==> src/rtl/sprite_draw_scheduler.sv <==
// -----------------------------------------------------------------------------
// sprite_draw_scheduler
//
// Shares the single VGA adapter write port among NUM_SRC sprite plotters.
// On each frame_tick it takes a snapshot of the per-source redraw requests.
// It then grants each pending source in turn, lowest index first. While a
// source holds the grant, its x/y/colour/plot outputs are muxed onto the VGA
// port with no added latency. A watchdog aborts any grant that runs for
// GRANT_TIMEOUT cycles without a done pulse.
//
// Optional feature (macro SPRITE_DRAW_CLEAR_EN): after the snapshot, the whole
// 320x240 screen is swept with colour 0 before any source is granted.
//
// Parameters
//   NUM_SRC        number of sprite plotters (index 0 = highest priority)
//   GRANT_TIMEOUT  maximum number of cycles a single grant may last
//
// Ports
//   clk          system clock
//   resetn       synchronous active-low reset
//   frame_tick   one-cycle pulse marking the start of a frame redraw
//   req          per-source redraw request (level, sampled on frame_tick)
//   src_done     per-source done pulse from the plotter
//   src_x        flattened 9-bit x buses, source i at [9i+8:9i]
//   src_y        flattened 8-bit y buses, source i at [8i+7:8i]
//   src_colour   flattened 3-bit colour buses, source i at [3i+2:3i]
//   src_plot     per-source pixel write strobe
//   grant        one-hot enable back to the granted plotter
//   vga_x/y/colour/plot  VGA adapter write port
//   busy         high while a frame is being processed
//   frame_done   one-cycle pulse when all snapshot sources have been served
//   overrun      one-cycle pulse when frame_tick arrives while busy
//   timeout_err  sticky flag, set when any grant is aborted
// -----------------------------------------------------------------------------
module sprite_draw_scheduler #(
  parameter int NUM_SRC       = 4,
  parameter int GRANT_TIMEOUT = 1023
) (
  input  logic                 clk,
  input  logic                 resetn,
  input  logic                 frame_tick,
  input  logic [NUM_SRC-1:0]   req,
  input  logic [NUM_SRC-1:0]   src_done,
  input  logic [9*NUM_SRC-1:0] src_x,
  input  logic [8*NUM_SRC-1:0] src_y,
  input  logic [3*NUM_SRC-1:0] src_colour,
  input  logic [NUM_SRC-1:0]   src_plot,
  output logic [NUM_SRC-1:0]   grant,
  output logic [8:0]           vga_x,
  output logic [7:0]           vga_y,
  output logic [2:0]           vga_colour,
  output logic                 vga_plot,
  output logic                 busy,
  output logic                 frame_done,
  output logic                 overrun,
  output logic                 timeout_err
);

  localparam int IDX_W = (NUM_SRC > 1) ? $clog2(NUM_SRC) : 1;
  localparam int WD_W  = $clog2(GRANT_TIMEOUT + 1);
  // The watchdog counts grant cycles already completed. The grant is aborted
  // at the end of the cycle that would be grant cycle number GRANT_TIMEOUT.
  localparam logic [WD_W-1:0] WD_LAST = WD_W'(GRANT_TIMEOUT - 1);

`ifdef SPRITE_DRAW_CLEAR_EN
  localparam logic [8:0] CLR_X_LAST = 9'd319;
  localparam logic [7:0] CLR_Y_LAST = 8'd239;
`endif

  typedef enum logic [2:0] {
    S_IDLE,
`ifdef SPRITE_DRAW_CLEAR_EN
    S_CLEAR,
`endif
    S_SCAN,
    S_GRANT,
    S_DONE
  } state_t;

  state_t             state, state_nxt;
  logic [NUM_SRC-1:0] pending;
  logic [IDX_W-1:0]   sel;         // index of the currently granted source
  logic [IDX_W-1:0]   first_idx;   // lowest set bit of pending
  logic [WD_W-1:0]    wd;
  logic               sel_done;
  logic               wd_expired;

`ifdef SPRITE_DRAW_CLEAR_EN
  logic [8:0] clr_x;
  logic [7:0] clr_y;
  logic       clr_last;
  assign clr_last = (clr_x == CLR_X_LAST) && (clr_y == CLR_Y_LAST);
`endif

  // Priority encoder: the loop runs downward, so the lowest set index is the
  // one assigned last and it wins.
  always_comb begin
    // NOTE: every variable written in a combinational block gets a default
    // first, so no path leaves it unassigned and no latch is inferred.
    first_idx = '0;
    for (int i = NUM_SRC - 1; i >= 0; i--) begin
      if (pending[i]) first_idx = IDX_W'(i);
    end
  end

  // Done pulses from sources that do not hold the grant are ignored.
  assign sel_done   = src_done[sel];
  assign wd_expired = (wd == WD_LAST) && !sel_done;

  // Next-state logic
  always_comb begin
    state_nxt = state;
    unique case (state)
      S_IDLE: begin
        if (frame_tick) begin
`ifdef SPRITE_DRAW_CLEAR_EN
          state_nxt = S_CLEAR;
`else
          state_nxt = S_SCAN;
`endif
        end
      end
`ifdef SPRITE_DRAW_CLEAR_EN
      S_CLEAR: if (clr_last) state_nxt = S_SCAN;
`endif
      S_SCAN:  state_nxt = (pending == '0) ? S_DONE : S_GRANT;
      S_GRANT: if (sel_done || wd_expired) state_nxt = S_SCAN;
      S_DONE:  state_nxt = S_IDLE;
      default: state_nxt = S_IDLE;
    endcase
  end

  // Sequential state
  always_ff @(posedge clk) begin
    // NOTE: reset is synchronous to clk. All state is cleared through this
    // branch, and all of it is made of plain flops, so no memory is left
    // without a reset.
    if (!resetn) begin
      state       <= S_IDLE;
      pending     <= '0;
      sel         <= '0;
      wd          <= '0;
      timeout_err <= 1'b0;
`ifdef SPRITE_DRAW_CLEAR_EN
      clr_x       <= '0;
      clr_y       <= '0;
`endif
    end else begin
      // NOTE: non-blocking assignments throughout the clocked block, so every
      // register samples the values from before the edge.
      state <= state_nxt;
      unique case (state)
        S_IDLE: begin
          if (frame_tick) pending <= req;
`ifdef SPRITE_DRAW_CLEAR_EN
          clr_x <= '0;
          clr_y <= '0;
`endif
        end
`ifdef SPRITE_DRAW_CLEAR_EN
        S_CLEAR: begin
          if (clr_x == CLR_X_LAST) begin
            clr_x <= '0;
            clr_y <= clr_y + 8'd1;
          end else begin
            clr_x <= clr_x + 9'd1;
          end
        end
`endif
        S_SCAN: begin
          sel <= first_idx;
          wd  <= '0;
        end
        S_GRANT: begin
          wd <= wd + WD_W'(1);
          if (sel_done || wd_expired) pending[sel] <= 1'b0;
          if (wd_expired) timeout_err <= 1'b1;
        end
        default: ;
      endcase
    end
  end

  // Outputs
  always_comb begin
    grant      = '0;
    vga_x      = '0;
    vga_y      = '0;
    vga_colour = '0;
    vga_plot   = 1'b0;
    if (state == S_GRANT) begin
      grant[sel] = 1'b1;
      vga_x      = src_x[9*sel +: 9];
      vga_y      = src_y[8*sel +: 8];
      vga_colour = src_colour[3*sel +: 3];
      vga_plot   = src_plot[sel];
    end
`ifdef SPRITE_DRAW_CLEAR_EN
    if (state == S_CLEAR) begin
      vga_x    = clr_x;
      vga_y    = clr_y;
      vga_plot = 1'b1;
    end
`endif
  end

  assign busy       = (state != S_IDLE);
  assign frame_done = (state == S_DONE);
  assign overrun    = frame_tick && busy;

endmodule

==> config.mk <==
export PLATFORM = sky130hd
export DESIGN_NAME = sprite_draw_scheduler
export DESIGN_NICKNAME = d
export VERILOG_FILES = /design/src/rtl/sprite_draw_scheduler.sv
export SDC_FILE = /design/constraint.sdc
export NUM_CORES = 1
export LEC_CHECK = 0
export BUFFER_PORTS_ARGS = -buffer_cell sky130_fd_sc_hd__buf_4
export CORE_MARGIN = 2
export CORE_UTILIZATION = 37
export DETAILED_ROUTE_END_ITERATION = 7
export PLACE_DENSITY = 0.74
export SYNTH_ARGS = -nofsm -noshare
export SYNTH_HDL_FRONTEND = slang
export SYNTH_SLANG_ARGS = --single-unit
==> constraint.sdc <==
create_clock -name clk -period 1.8 [get_ports clk]
set_clock_uncertainty 0.15 [all_clocks]
set_input_delay 0.18 -clock clk [delete_from_list [all_inputs] [get_ports clk]]
set_output_delay 0.18 -clock clk [all_outputs]
set_load 0.01 [all_outputs]
==> results of run 1 <==
[layer usage]
| layer | GRT usage, % | vias up | routed length, µm |
|---|---|---|---|
| met3 | 5.00 | 14 | 532 |
| met2 | 43.1 | 78 | 3150 |
| met5 | 0 | - | 0 |
| met1 | 29.0 | 895 | 2360 |
| li1 | - | 892 | - |
| met4 | 8.39 | 0 | 153 |
[worst max-delay path: cells and delay by family, from the launching register on]
kind                   cells  cell delay (ns)
multiplexers               1             0.52
AND/OR/NAND/NOR            1             0.16
flip-flops                 1             0.40
buffers and inverters      2             0.26
[where the power goes]
part / internal, W / switching [W] / total, W
Combinational: 0.000946 / 0.000664 / 0.00161
Clock: 0.000154 / 0.000150 / 0.000304
Sequential: 0.000495 / 0.0000806 / 0.000575
Total: 0.00159 / 0.000894 / 0.00249
[worst max path at each step]
stage	startpoint	to	slack, ns	cells past startpoint
floorplan	state[0]	wd[9]	0.08	7
global placement	sel[1]	vga_plot	0.06	4
detailed placement	state[1]	state[0]	-0.01	5
CTS	sel[0]	vga_plot	-0.13	4
global route	sel[0]	vga_x[4]	-0.18	4
finish	sel[0]	vga_x[4]	-0.13	4
[through the flow]
stage | setup TNS, ns | total power [W] | hold slack [ns]
after floorplan | 0 | 0.00136 | 0.156
after global placement | 0 | 0.00189 | 0.242
after detailed placement | -0.00950 | 0.00191 | 0.245
after CTS | -2.22 | 0.00240 | 0.0722
after global routing | -3.04 | 0.00268 | 0.0729
final | -2.04 | 0.00249 | 0.0729
[cell type report]
type	count	share of cell area (%)
multi-input cells	132	43.4
flip-flops and latches	19	12.6
clock buffers	3	1.33
well taps	52	2.10
clock inverters	1	0.162
repair buffers	143	39.4
inverters	9	1.09
[state kept, by name, summed over array words and instances, names as in the netlist]
name / count
pending: 4
timeout_err: 1
wd: 10
sel: 2
state: 2
[synthesized netlist by cell type]
cell      count  share of area, %
clkbuf_1      3              0.66
a32o_1        4               2.3
xor2_1        3               1.5
a311o_1       1              0.58
nand2b_1      3               1.1
nor4_4        1               1.2
and4b_1       1              0.58
buf_2         5               1.5
nor3_1        4               1.2
o21ai_0       2              0.58
or3_1         1              0.36
mux2i_1       3               1.8
o21ai_1       5               1.5
o22a_1        1              0.51
nor2_1       16               3.5
nand2_2       1              0.36
mux4_2       21                28
mux2_1        1              0.66
ha_1          7               5.1
a21oi_1       5               1.5
nand2_1       8               1.8
inv_1         9               2.0
nand4_2       1              0.73
xnor2_1       5               2.6
o21a_1        3               1.3
nand4_1       2              0.73
and2_1       22               8.0
dfxtp_1      19                22
o22ai_2       1              0.73
a211oi_1      1              0.44
nor3b_1       1              0.44
nor2b_1       3               1.1
nand3b_1      2              0.88
nand3_1       2              0.58
buf_6         3               2.0
mux2_2        1              0.66
[timing repair]
item / CTS / global route
gates resized for setup: 51 / 16
buffers inserted: 1 / 1
cloned: 1 / 0
setup endpoints to repair: 25 / 37
hold buffers: 4 / 0
hold endpoints to repair: 4 / 0
pin swaps: 21 / 2
[kinds of logic after synthesis]
kind of cell               count (synthesis)
muxes                                     26
buffers and inverters                     20
and+or+nand+nor                           68
adders and majority gates                  7
xor gates and xnor gates                   8
DFF                                       19
AOI/OAI and AO/OA                         23
[layout by cell type (no fill, tap or decap), types with 4 or more instances in the layout]
cell type and count:
a21oi_1 5, a32o_1 4, and2_4 21, buf_4 112, buf_6 24, dfxtp_1 16
dlygate4sd3_1 4, ha_1 5, inv_1 7, mux4_2 21, nand2_1 8, nor2_1 14
o21ai_1 5, xnor2_1 5
==> results by group, run 1 <==
Status
  – Status: finished, violations left
  – Violated checks: setup timing

Synthesis
  – Post-synthesis mux area share: between 30% and 40%
  – Number of synthesized register bits: 19
  – Compound-Gate Fraction of Synth Area: 9.41%
  – Netlist Area Pre-Place: approximately 1700 µm²
  – Syn avg cell area: ~10 µm²
  – Yosys warns: 0
  – Syn_nets: approximately 270
  – Largest family of logic cells by synthesized area: multiplexers
  – Register area share after synthesis: ~22%
  – XOR/XNOR Fraction of Synth Area: 4.08%
  – Synth Area in Simple Gates: about 23%
  – Library cells used by synthesis: 36
  – Post-Syn Instances: 171
  – Synth Area in Adders: 5.11%

Detailed routing
  – Via count: roughly 1,900
  – Final ANT Viol Nets: 0
  – Drt wl/cell: 17.3 µm
  – Drc violations: 0
  – Routed Wire Length: 6200 µm
  – Via/cell ratio: around 5.2
  – Drt pass-1 iters: 4
  – First DRT Iteration DRCs: 67

Setup path
  – Worst r2r dst: state[0]
  – Crit start category: flop
  – Critical Path Fanout Max: 8
  – Reg-to-reg slack, setup: around 0.10 ns
  – Largest stage delay on the critical path: roughly 0.52 ns
  – Worst Path Arrival: around 1.6 ns
  – Crit. End Element: primary output
  – Worst Reg-to-Reg Cells: 6
  – Worst path required time: approximately 1.5 ns
  – Crit-path slowest cell: mux4_2
  – Crit-path cells: buf_16, mux4_2, and2_4, buf_6
  – Reg-to-reg startpoint: sel[0]
  – Critical path class: flop to primary output

Floorplanning
  – Chip width: slightly above 70 µm
  – I/O pins: around 120
  – Core footprint: 4410 µm²
  – Initial Util: 38.9%
  – Area of the die: ~5200 µm²
  – Std-Cell Rows: 24
  – Die Ht: 72.1 µm

Layout
  – Final Non-Filler Cells: 359
  – Post-layout nets: a little over 400
  – Area Overhead vs Synth: 80.5%
  – Post-Route Utilization: 70.2%
  – Fillers: approximately 330
  – Layout Cell Area excl Fill: around 3100 µm²
  – # diodes: 0
  – Ratio of cells with drive above 1 in the final layout: 66.1%
  – FF+latch area: 389 µm²
  – Multi-input gate area: 1340 µm²

CTS
  – CTS max path bufs: 2
  – Total CTS buffers: 3
  – H-tree levels: 1
  – Worst skew pair latency: roughly 0.26 ns
  – TritonCTS clock tree: yes
  – CTS root buf: clkbuf_8
  – CTS sink cnt: 19
  – Clock slew at reported path FFs: about 0.080 ns

Timing
  – Rel. slew slack: 71.8%
  – Final setup margin: -0.132 ns
  – Hold violation count in the final report: 0
  – Min Tclk post-route: between 1.5 and 2 ns
  – RSZ-0062 raised after global routing: true
  – Tcrit/Tclk final: 107%
  – Maximum clock frequency: a little over 0.5 GHz
  – Setup Viol. Count Final: 21
  – Pins over their slew limit: 0
  – Worst-Margin Slew: roughly 0.42 ns

GRT
  – Initial antenna violation count: 0
  – First-pass GRT wire length: around 10000 µm
  – Global route overflow: 0
  – Vias in the first global route: between 1,500 and 2,000
  – Total GRT Usage: between 20% and 30%
  – Largest net degree at the start of global routing: 21

Run
  – Max-cap violations: 0

Min path
  – Worst Hold End: timeout_err
  – Hold path depth: 2
  – Worst Hold Class: primary input to flop
  – HP Start: resetn

Power
  – Worst vdd ir: 0.000953 V
  – Leak pwr: 1.37 nW
  – Pwr per Cell Area: 804 nW/µm²

Place
  – Hpwl dp: approximately 4800 µm
  – Post-placement cell count: roughly 350
  – Setup slack at placement: -0.00950 ns
  – Final GP Congestion: 0.832
  – Area of placed instances: 2740 µm²
  – Port Buffer Count: about 120
Power figures use the tool's default switching activity.
==> run 2: changes to the inputs <==
==> config.mk (replaced) <==
export PLATFORM = sky130hd
export DESIGN_NAME = sprite_draw_scheduler
export DESIGN_NICKNAME = d
export VERILOG_FILES = /design/src/rtl/sprite_draw_scheduler.sv
export SDC_FILE = /design/constraint.sdc
export NUM_CORES = 1
export LEC_CHECK = 0
export CORE_MARGIN = 2
export CORE_UTILIZATION = 50
export DETAILED_ROUTE_END_ITERATION = 7
export DONT_BUFFER_PORTS = 1
export PLACE_DENSITY = 0.65
export SYNTH_ARGS = -nofsm -noshare
export SYNTH_HDL_FRONTEND = slang
export SYNTH_SLANG_ARGS = --single-unit
==> results by group, run 2 (synthesis results as in run 1) <==
Status
  – Status: finished, violations left
  – Violated checks: setup timing

Power
  – Leak pwr: roughly 0.73 nW
  – Pwr per Cell Area: about 1000 nW/µm²
  – Worst vdd ir: a little under 0.0008 V

Place
  – Setup slack at placement: 0.0652 ns
  – Port Buffer Count: 0
  – Final GP Congestion: roughly 0.98
  – Post-placement cell count: 221
  – Hpwl dp: roughly 4000 µm

GRT
  – First-pass GRT wire length: between 7000 and 8000 µm
  – Global route overflow: 0
  – Initial antenna violation count: 2
  – Vias in the first global route: between 1,000 and 1,500
  – Total GRT Usage: between 20% and 30%
  – Largest net degree at the start of global routing: 21

Detailed routing
  – Drt wl/cell: about 22 µm
  – Final ANT Viol Nets: 0
  – Via count: ~1,400
  – Via/cell ratio: 6.13
  – Drc violations: 0
  – First DRT Iteration DRCs: 77
  – Routed Wire Length: between 5000 and 6000 µm
  – Drt pass-1 iters: 4

Setup path
  – Crit. End Element: primary output
  – CP startpoint: sel[0]
  – Critical path class: flop to primary output
  – Reg-to-reg startpoint: state[1]
  – Largest stage delay on the critical path: roughly 0.53 ns
  – Worst path required time: between 1 and 1.5 ns
  – Crit-path slowest cell: mux4_2
  – Worst Reg-to-Reg Cells: 5
  – Crit-path cells: buf_12, mux4_2, and2_4
  – Worst Path Arrival: about 1.6 ns
  – Critical Path Fanout Max: 6
  – Crit start category: flop

Timing
  – Setup tns final: -2.19 ns
  – Hold Slack: between 0.15 and 0.2 ns
  – RSZ-0062 raised after global routing: true
  – Maximum clock frequency: 0.518 GHz
  – Final setup margin: -0.132 ns
  – Setup Viol. Count Final: 21
  – Min Tclk post-route: 1.93 ns
  – Pins over their slew limit: 0
  – Hold violation count in the final report: 0
  – Tcrit/Tclk final: 107%
  – Rel. slew slack: slightly above 70%
  – Worst-Margin Slew: 0.414 ns

Run
  – Max-cap violations: 0

Layout
  – Biggest regs: wd (10), pending (4)
  – Final Non-Filler Cells: around 230
  – Max reg flops: 10
  – Area Overhead vs Synth: 19.4%
  – Ratio of cells with drive above 1 in the final layout: 38.5%
  – Post-layout nets: 290
  – Post-Route Utilization: roughly three fifths
  – Largest Register: wd
  – Commonest cells after routing, fill and taps aside: mux4_2 (21), and2_4 (21), dfxtp_1 (17), nor2_1 (16), buf_4 (14)

CTS
  – CTS root buf: clkbuf_4
  – CTS sink cnt: 19
  – Worst skew pair latency: roughly 0.3 ns
  – Post-CTS Setup Bufs: 0
  – Clock slew at reported path FFs: 0.12 ns
  – TritonCTS clock tree: yes
  – Total CTS buffers: 3
  – H-tree levels: 1
  – CTS max path bufs: 2

Min path
  – Worst Hold Class: primary input to flop
  – Hold path depth: 2
  – HP Start: frame_tick

Floorplanning
  – Initial Util: 51.8%
  – Std-Cell Rows: 21
  – Die Ht: 62.6 µm
  – I/O pins: 124
  – Area of the die: 3920 µm²
  – Core footprint: around 3300 µm²
  – Chip width: 62.6 µm
-- run 2: cell count changes in the layout (fill, tap and decap cells not counted), moves of 2 or more --
cell and change:
buf_4 -98, buf_6 -24, clkbuf_4 +3, clkbuf_8 -3, dlygate4sd3_1 +2, inv_1 +2
inv_2 -2, nor2_1 +2
-- run 2: cell type report --
cell class | count | area (µm²)
Fill cell | 274 | 1260
Sequential cell | 19 | 388
Antenna cell | 1 | 2.50
Clock inverter | 1 | 5.00
Multi-Input combinational cell | 132 | 1300
Clock buffer | 3 | 22.5
Inverter | 9 | 33.8
Tap cell | 46 | 57.6
Timing Repair Buffer | 23 | 238
-- run 2: where the power goes --
| part | internal (W) | total [W] | switching (W) | leakage, nW |
|---|---|---|---|---|
| registers | 0.000493 | 0.000566 | 0.0000723 | 0.156 |
| logic | 0.000625 | 0.00121 | 0.000586 | 0.559 |
| clock network | 0.0000829 | 0.000226 | 0.000143 | 0.0177 |
-- run 2: routing by layer --
layer	vias up	track usage, %	routed length, µm
met2	99	40.5	2410
met4	2	4.17	17
li1	658	-	-
met5	-	0	17
met3	4	13.9	725
met1	672	30.1	1900
-- run 2: timing repair --
action / CTS / global route
endpoints found under the hold margin: 10 / 0
gates resized for setup: 24 / 6
hold buffers: 6 / 0
pin swaps: 0 / 3
setup endpoints to repair: 25 / 31
cloned: 1 / 1
-- run 2: final timing paths --
check / to / slack, ns
max reg2reg: wd[5] / 0.08
max: vga_y[5] / -0.13
min reg2reg: state[1] / 0.38
min: pending[0] / 0.17
-- run 2: per-stage QoR --
step	cell area (µm²)	power (W)
after floorplan	1720	0.00136
after global placement	1830	0.00160
after detailed placement	1830	0.00163
after CTS	2000	0.00196
after global routing	2050	0.00214
final	2050	0.00200
-- run 2: worst max-delay path, delay by kind of cell (launching register included) --
family	cells	cell delay, ns
flip-flops	1	0.43
multiplexers	1	0.53
AND/OR/NAND/NOR	1	0.20
buffers and inverters	1	0.14
==> run 3: changes to the inputs <==
--- a/config.mk
+++ b/config.mk
@@ -10,6 +10,7 @@
 export DETAILED_ROUTE_END_ITERATION = 7
 export DONT_BUFFER_PORTS = 1
 export PLACE_DENSITY = 0.65
+export SKIP_LAST_GASP = 1
 export SYNTH_ARGS = -nofsm -noshare
 export SYNTH_HDL_FRONTEND = slang
 export SYNTH_SLANG_ARGS = --single-unit
==> results by group, run 3 (synthesis results as in run 1) <==
Timing
  – Hold violation count in the final report: 0
  – Pins over their slew limit: 0
  – RSZ-0062 raised after global routing: true
  – Maximum clock frequency: between 0.5 and 0.6 GHz
  – Setup Viol. Count Final: 21
  – Worst-Margin Slew: 0.414 ns
  – Tcrit/Tclk final: 107%
  – Final setup margin: -0.123 ns
  – Rel. slew slack: 72.2%
  – Min Tclk post-route: about 1.9 ns

Power
  – Worst vdd ir: a little under 0.0008 V
  – Pwr per Cell Area: just under 1000 nW/µm²
  – Sw frac: between 40% and 50%
  – Total chip power: 0.00199 W
  – Comb pwr share: between 60% and 70%
  – Clock power frac: a little under an eighth
  – Leak pwr: between 0.7 and 0.8 nW
  – Seq pwr share: between 20 and 30%
  – Internal: between 0.001 and 0.0015 W
  – Switching pwr: 0.000798 W

GRT
  – Largest net degree at the start of global routing: 21
  – Global route overflow: 0
  – Initial antenna violation count: 2
  – First-pass GRT wire length: about 7500 µm
  – Vias in the first global route: 1,397
  – Total GRT Usage: about a quarter

Min path
  – Worst Hold Class: primary input to flop
  – Worst Hold End: pending[0]
  – HP Start: frame_tick
  – Hold path depth: 2

Setup path
  – Critical path class: flop to primary output
  – Reg-to-reg startpoint: state[1]
  – Critical Path Fanout Max: 6
  – Crit-path slowest cell: mux4_2
  – Largest stage delay on the critical path: approximately 0.54 ns
  – Crit start category: flop
  – Reg-to-reg slack, setup: 0.08 ns
  – Worst Path Arrival: around 1.6 ns
  – Crit. End Element: primary output
  – Worst Reg-to-Reg Cells: 5
  – Crit-path cells: buf_12, mux4_2, and2_4
  – Worst r2r dst: wd[5]
  – Worst path required time: between 1 and 1.5 ns

Layout
  – Largest Register: wd
  – Max reg flops: 10
  – Ratio of cells with drive above 1 in the final layout: 35.8%
  – Commonest cells after routing, fill and taps aside: mux4_2 (21), dfxtp_1 (17), nor2_1 (16), and2_4 (16), buf_4 (14)
  – Final Non-Filler Cells: 234
  – Post-layout nets: 290
  – Most common cell after layout, fill and taps aside: mux4_2
  – Area Overhead vs Synth: 18.7%
  – Biggest regs: wd (10), pending (4)

Detailed routing
  – Via/cell ratio: just over 6
  – First DRT Iteration DRCs: 56
  – Drt wl/cell: about 22 µm
  – Final ANT Viol Nets: 0
  – Routed Wire Length: slightly above 5000 µm
  – Via count: 1,456
  – Drc violations: 0
  – Drt pass-1 iters: 4

Status
  – Violated checks: setup timing
  – Status: finished, violations left

Floorplanning
  – Area of the die: just under 4000 µm²
  – Die Ht: 62.6 µm
  – Core footprint: 3310 µm²
  – Initial Util: between 50 and 60%
  – Std-Cell Rows: 21
  – I/O pins: roughly 120
  – Chip width: around 63 µm

Place
  – Hpwl dp: around 4000 µm
  – Post-placement cell count: approximately 220
  – Port Buffer Count: 0
  – Final GP Congestion: 0.983

Run
  – Max-cap violations: 0

CTS
  – Total CTS buffers: 3
  – Worst skew pair latency: 0.30 ns
  – Post-CTS Setup Bufs: 0
  – H-tree levels: 1
  – CTS sink cnt: 19
  – Clock slew at reported path FFs: approximately 0.12 ns
  – CTS root buf: clkbuf_4
  – TritonCTS clock tree: yes
  – CTS max path bufs: 2
## run 3: cell counts in the layout (fill, tap and decap cells not counted)
No cell type changed its count.
## run 3: per-stage QoR
step                      cell area (µm²)  setup slack [ns]  hold WS (ns)  util, %  TNS [ns]
final                                2040            -0.123         0.168     61.5     -2.14
after detailed placement             1830            0.0652         0.153     55.2         0
after global routing                 2040            -0.174         0.158     61.5     -3.19
after floorplan                      1720            0.0781         0.156        -         0
after CTS                            1960            -0.162         0.138     59.3     -2.40
after global placement               1830             0.146         0.153     55.2         0
## run 3: area by class of cell
type | count | area [µm²]
antenna | 1 | 2.50
clock buffer | 3 | 22.5
clock inverter | 1 | 5.00
fill | 277 | 1270
inverter | 9 | 33.8
multi-input combinational | 132 | 1290
sequential | 19 | 388
tap | 46 | 57.6
timing repair buffer | 23 | 238
## run 3: power by group through the flow
stage          Sequential (W)  Combinational, W  Clock (W)
6_report             0.000566           0.00120   0.000225
5_1_grt              0.000577           0.00130   0.000250
4_1_cts              0.000556           0.00113   0.000230
3_5_place_dp         0.000561           0.00107          0
3_3_place_gp         0.000556           0.00104          0
2_1_floorplan        0.000551          0.000806          0
## run 3: critical path: cells and delay by family, from the launching register on
| family | cells | cell delay [ns] |
|---|---|---|
| AND/OR/NAND/NOR | 1 | 0.18 |
| multiplexers | 1 | 0.54 |
| buffers and inverters | 1 | 0.14 |
| flip-flops | 1 | 0.42 |
## run 3: worst max path at each step
stage                   from             to  slack [ns]  cells after the start
floorplan           state[0]          wd[9]        0.08                      7
global placement    state[1]          wd[7]        0.15                      6
detailed placement  state[1]       state[1]        0.07                      5
CTS                   sel[0]       vga_y[6]       -0.16                      3
global route          sel[0]  vga_colour[2]       -0.17                      3
finish                sel[0]       vga_y[6]       -0.12                      3
## run 3: what timing repair did
item / CTS / global route
gates cloned: 1 / 1
endpoints found under the setup margin: 25 / 31
pin swaps: 0 / 4
gates resized for setup: 10 / 15
hold buffers: 6 / 0
hold endpoints to repair: 10 / 0
## run 3: per-layer routing
layer  global-route usage (%)  vias to the layer above  part of all wire [%]
li1                         -                      658                     -
met1                     30.0                      693                    39
met2                     39.7                       99                    48
met3                     13.5                        4                    13
met4                     4.17                        2                  0.33
met5                        0                        -                  0.33
